--- src/rtl/pet_input_conditioner.sv ---
// Stimulus front end for the pet state machine: synchronizes and filters the
// buttons and light sensor, and runs the ultrasonic trigger/measure cycle.
module pet_debounce #(
  parameter int unsigned N     = 4,
  parameter bit          PULSE = 1'b1
) (
  input  logic clk,
  input  logic rst,
  input  logic raw_i,
  output logic out_o
);
  logic        s1_q, s2_q, stable_q, rise_q;
  logic [15:0] cnt_q;
  logic        differ, accept;

  assign differ = (s2_q != stable_q);
  assign accept = differ && (cnt_q == 16'(N - 1));
  // Pulse paths report the registered rising edge of the accepted level.
  assign out_o  = PULSE ? rise_q : stable_q;

  always_ff @(posedge clk) begin
    if (!rst) begin
      s1_q     <= 1'b0;
      s2_q     <= 1'b0;
      stable_q <= 1'b0;
      rise_q   <= 1'b0;
      cnt_q    <= '0;
    end else begin
      s1_q   <= raw_i;
      s2_q   <= s1_q;
      rise_q <= accept && s2_q;
      if (accept) begin
        stable_q <= s2_q;
        cnt_q    <= '0;
      end else if (differ) begin
        cnt_q <= cnt_q + 16'd1;
      end else begin
        cnt_q <= '0;
      end
    end
  end
endmodule

module pet_input_conditioner #(
  parameter int unsigned DEBOUNCE_CYCLES     = 4,
  parameter int unsigned LIGHT_FILTER_CYCLES = 8,
  parameter int unsigned MEAS_PERIOD         = 200,
  parameter int unsigned TRIG_CYCLES         = 10,
  parameter int unsigned ECHO_TIMEOUT        = 1000,
  parameter int unsigned NEAR_THRESHOLD      = 100
) (
  input  logic        clk,
  input  logic        rst,
  input  logic        btn_feed,
  input  logic        btn_heal,
  input  logic        light_raw,
  input  logic        echo_in,
  output logic        trig_out,
  output logic        feeding,
  output logic        healing,
  output logic        light_out,
  output logic        echo_sig,
  output logic [15:0] dist_cnt
);
  localparam int NPATH = 3;

  typedef enum logic [2:0] {IDLE, TRIG, WAIT_ECHO, MEASURE, HOLD} us_state_e;

  logic [NPATH-1:0] raw, cond;
  assign raw = {light_raw, btn_heal, btn_feed};

  // Paths 0/1 are buttons (pulse on accepted press), path 2 is the light level.
  for (genvar i = 0; i < NPATH; i++) begin : g_path
    pet_debounce #(
      .N     ((i == 2) ? LIGHT_FILTER_CYCLES : DEBOUNCE_CYCLES),
      .PULSE (i != 2)
    ) u_db (
      .clk   (clk),
      .rst   (rst),
      .raw_i (raw[i]),
      .out_o (cond[i])
    );
  end

  assign feeding   = cond[0];
  assign healing   = cond[1];
  assign light_out = cond[2];

  us_state_e   state_q, state_d;
  logic [15:0] cnt_q, cnt_d, dist_q, dist_d;
  logic        near_q, near_d;
  logic        echo_s1_q, echo_s2_q;

  always_ff @(posedge clk) begin
    if (!rst) begin
      state_q   <= IDLE;
      cnt_q     <= '0;
      dist_q    <= '0;
      near_q    <= 1'b0;
      echo_s1_q <= 1'b0;
      echo_s2_q <= 1'b0;
    end else begin
      state_q   <= state_d;
      cnt_q     <= cnt_d;
      dist_q    <= dist_d;
      near_q    <= near_d;
      echo_s1_q <= echo_in;
      echo_s2_q <= echo_s1_q;
    end
  end

  // cnt_q is shared: period/trigger/wait timer, and echo width in MEASURE.
  always_comb begin
    state_d = state_q;
    cnt_d   = cnt_q;
    dist_d  = dist_q;
    near_d  = near_q;
    unique case (state_q)
      IDLE: begin
        if (cnt_q == 16'(MEAS_PERIOD - 1)) begin
          state_d = TRIG;
          cnt_d   = '0;
        end else cnt_d = cnt_q + 16'd1;
      end
      TRIG: begin
        if (cnt_q == 16'(TRIG_CYCLES - 1)) begin
          state_d = WAIT_ECHO;
          cnt_d   = '0;
        end else cnt_d = cnt_q + 16'd1;
      end
      WAIT_ECHO: begin
        if (echo_s2_q) begin
          state_d = MEASURE;
          cnt_d   = 16'd1;
        end else if (cnt_q == 16'(ECHO_TIMEOUT - 1)) begin
          state_d = IDLE;
          cnt_d   = '0;
          dist_d  = 16'(ECHO_TIMEOUT);
          near_d  = 1'b0;
        end else cnt_d = cnt_q + 16'd1;
      end
      MEASURE: begin
        if (!echo_s2_q) begin
          state_d = IDLE;
          cnt_d   = '0;
          dist_d  = cnt_q;
          near_d  = (32'(cnt_q) < NEAR_THRESHOLD);
        end else if (cnt_q == 16'(ECHO_TIMEOUT)) begin
          state_d = HOLD;
          cnt_d   = '0;
          dist_d  = 16'(ECHO_TIMEOUT);
          near_d  = 1'b0;
        end else cnt_d = cnt_q + 16'd1;
      end
      HOLD: begin
        if (!echo_s2_q) begin
          state_d = IDLE;
          cnt_d   = '0;
        end
      end
      default: begin
        state_d = IDLE;
        cnt_d   = '0;
      end
    endcase
  end

  assign trig_out = (state_q == TRIG);
  assign echo_sig = near_q;
  assign dist_cnt = dist_q;
endmodule
--- config.mk ---
export PLATFORM = sky130hd
export DESIGN_NAME = pet_input_conditioner
export DESIGN_NICKNAME = d
export VERILOG_FILES = /design/src/rtl/pet_input_conditioner.sv
export SDC_FILE = /design/constraint.sdc
export NUM_CORES = 1
export LEC_CHECK = 0
export CORE_MARGIN = 2
export CORE_UTILIZATION = 25
export CTS_CLUSTER_SIZE = 24
export DETAILED_ROUTE_END_ITERATION = 8
export PLACE_DENSITY = 0.36
export SETUP_SLACK_MARGIN = 0.1
export SLEW_MARGIN = 20
export SYNTH_ARGS = -nofsm -noshare
export SYNTH_HDL_FRONTEND = slang
export SYNTH_HIERARCHICAL = 1
export SYNTH_SLANG_ARGS = --single-unit
--- constraint.sdc ---
create_clock -name clk -period 2.4 [get_ports clk]
set_input_delay 0.48 -clock clk [delete_from_list [all_inputs] [get_ports clk]]
set_output_delay 0.48 -clock clk [all_outputs]
set_load 0.05 [all_outputs]
==> load_flow_metrics.sql <==
INSERT INTO impl_metrics (metric_group, metric, value, unit) VALUES
('status', 'outcome', 'finished clean', ''),
('worst_setup_path', 'critical_path.max_stage_delay', '0.42', 'ns'),
('logic_synthesis', 'synth-compound-area-share', '0.0927', ''),
('worst_setup_path', 'crit_slowest_cell', 'or3_4', ''),
('routing', 'ant_nets', '0', ''),
('place', 'dp.cells', '722', ''),
('sta', 'worst_pin_slew', '0.520', 'ns'),
('global_routing', 'gr-usage-all-layers', '0.120', ''),
('finish', 'areaGrowthSynthToFinish', '20.5', '%'),
('finish', 'postLayoutCellArea', '5260', 'sq um'),
('routing', 'detail_route.first_pass.iterations', '4', ''),
('finish', 'finalNetCount', '521', ''),
('worst_setup_path', 'cp.required', '2.67', 'ns'),
('job', 'cap_viol_max_count', '0', ''),
('floorplan', 'core-area', '17200', 'sq um'),
('global_routing', 'groute.layer.met3.usage', '0.0220', ''),
('clock_tree', 'post-cts-setup-buffer-count', '0', ''),
('hold_path', 'worstHoldPathCells', '1', ''),
('global_routing', 'use_met2', '0.179', ''),
('sta', 'setup-tns-final', '0', 'ns'),
('logic_synthesis', 'xor_and_xnor_area_share_after_synthesis', '0.0944', ''),
('sta', 'skew', '0.00939', 'ns'),
('sta', 'maxSlewViolCount', '0', ''),
('logic_synthesis', 'syn-instance-count', '474', ''),
('place', 'pre_cts_ws', '0.249', 'ns'),
('hold_path', 'hp-class', 'reg -> reg', ''),
('logic_synthesis', 'yosysWarnings', '6', ''),
('logic_synthesis', 'postSynthNetCount', '487', ''),
('routing', 'drt-initial-drc-count', '291', ''),
('clock_tree', 'cts_max_path_buffers', '2', ''),
('finish', 'utilization', '0.306', ''),
('routing', 'detailroute.via_count', '3431', ''),
('worst_setup_path', 'crit_arrival', '2.43', 'ns'),
('clock_tree', 'ctsRootBufferMaster', 'clkbuf_16', ''),
('power_and_ir_drop', 'vdd.ir_drop.worst', '0.344', 'mV'),
('logic_synthesis', 'synth.avg_cell_area', '9.20', 'sq um'),
('sta', 'hold_slack', '0.434', 'ns'),
('global_routing', 'globalRoute.busiestLayer', 'met2', ''),
('logic_synthesis', 'synth_top_family_by_area', 'simple AND/OR/NAND/NOR gates', ''),
('sta', 'slew_headroom', '0.652', ''),
('logic_synthesis', 'yosys.area_share.adder', '0.0201', ''),
('global_routing', 'gr-total-overflow', '0', ''),
('floorplan', 'fp.dieArea', '18500', 'sq um'),
('routing', 'avgViaCountPerCell', '4.65', ''),
('power_and_ir_drop', 'power_frac_seq', '0.465', ''),
('finish', 'fillCellCount', '1841', ''),
('clock_tree', 'cts.clk_slew.worst_paths', '0.07', 'ns'),
('clock_tree', 'cts.sink_count', '97', ''),
('finish', 'multiInputGateArea', '2280', 'sq um'),
('sta', 'final_critical_path_setup_slack', '0.239', 'ns'),
('power_and_ir_drop', 'combPwrFrac', '0.131', ''),
('global_routing', 'grt_antenna_before_repair', '0', ''),
('worst_setup_path', 'timing_worst_setup_path_type', 'reg -> reg', ''),
('place', 'port_buffer_count', '26', ''),
('sta', 'hold_violations', '0', ''),
('place', 'post_dp_cell_area', '4950', 'sq um'),
('logic_synthesis', 'ys_ff_latch', '97', ''),
('sta', 'layout_min_cycle_time', '2.16', 'ns'),
('sta', 'max_clock_freq', '463', 'MHz'),
('sta', 'timing.final.crit_share', '0.900', ''),
('global_routing', 'global_route.usage.met1', '0.165', ''),
('clock_tree', 'post_cts_hold_buffer_count', '0', ''),
('power_and_ir_drop', 'p_sw', '0.936', 'mW'),
('routing', 'drc', '0', ''),
('clock_tree', 'cts.htree.levels', '3', ''),
('logic_synthesis', 'synth-async-reset-ratio', '0', ''),
('finish', 'insertedDiodeCount', '0', ''),
('finish', 'layout.area.seq', '1940', 'sq um'),
('worst_setup_path', 'critPathMaxFanout', '5', ''),
('power_and_ir_drop', 'power_report.internal_total', '2.75', 'mW'),
('place', 'finalWeightedCongestion', '0.823', '');
-- cell families after synthesis --
group,Yosys count
multiplexers,5
AND/OR/NAND/NOR,231
buffers and inverters,34
AO/OA/AOI/OAI,53
XOR/XNOR,47
adder cells (fa/ha/maj),7
flip-flops,97
-- flip-flops by register name, summed over array words and instances, names as in the netlist, 2 cells and up --
signal	flops
state_q	3
g_path.u_db/cnt_q	48
g_path.u_db/out_o	3
cnt_q	16
g_path.u_db/s2_q	3
dist_cnt	16
g_path.u_db/s1_q	3
g_path.u_db/stable_q	2
-- power groups by stage --
| stage | Sequential, mW | Combinational (mW) | Clock (mW) |
|---|---|---|---|
| after global placement | 1.75 | 0.488 | 0 |
| after CTS | 1.71 | 0.488 | 1.56 |
| after global routing | 1.72 | 0.538 | 1.64 |
| after floorplan | 1.77 | 0.289 | 0 |
| final | 1.71 | 0.483 | 1.49 |
| after detailed placement | 1.75 | 0.487 | 0 |
-- worst max-delay path: cells and delay by family (launching register included) --
| family | cells | cell delay [ns] |
|---|---|---|
| simple gates | 4 | 1.29 |
| compound gates | 2 | 0.44 |
| flops | 1 | 0.36 |
-- final timing paths --
path,start,end,slack [ns]
max,cnt_q[5],state_q[0],0.24
min,echo_s1_q,echo_s2_q,0.43
max reg2reg,cnt_q[5],state_q[0],0.24
min reg2reg,echo_s1_q,echo_s2_q,0.43
-- layout make-up --
cell class	count	share of cell area
multi-input combinational	343	0.433
sequential	97	0.369
timing repair buffer	42	0.0743
tap	225	0.0536
clock buffer	14	0.0521
inverter	15	0.0107
clock inverter	2	0.00667
-- cells in the final DEF (no fill, tap or decap), drive strengths merged, types with 2 or more instances in the layout --
| cell type | synthesis | layout |
|---|---|---|
| and4 | 8 | 8 |
| a21oi | 9 | 9 |
| nor2b | 5 | 5 |
| clkdlybuf4s50 | 0 | 25 |
| nand2 | 37 | 37 |
| a31oi | 4 | 4 |
| mux2i | 5 | 5 |
| nor3b | 3 | 3 |
| nand3b | 2 | 2 |
| buf | 14 | 17 |
| inv | 14 | 14 |
| ha | 7 | 7 |
| nand3 | 36 | 36 |
| or4 | 3 | 3 |
| xor2 | 22 | 22 |
| nor3 | 16 | 16 |
| clkinv | 1 | 2 |
| nor4b | 4 | 4 |
| o221a | 6 | 6 |
| o31ai | 5 | 5 |
| nor2 | 60 | 60 |
| nand4 | 17 | 17 |
| xnor2 | 25 | 25 |
| or3 | 4 | 4 |
| clkbuf | 5 | 14 |
| dfxtp | 97 | 97 |
| o21ai | 10 | 10 |
| and2 | 11 | 11 |
| a22o | 11 | 11 |
| and3 | 6 | 6 |
| nor4 | 17 | 17 |
-- metal layers --
metal | routed length (um) | vias up
met5 | 0 | -
met4 | 285 | 0
met3 | 231 | 19
met2 | 4580 | 54
met1 | 5260 | 1605
li1 | - | 1753
(Power assumes the default switching activity.)
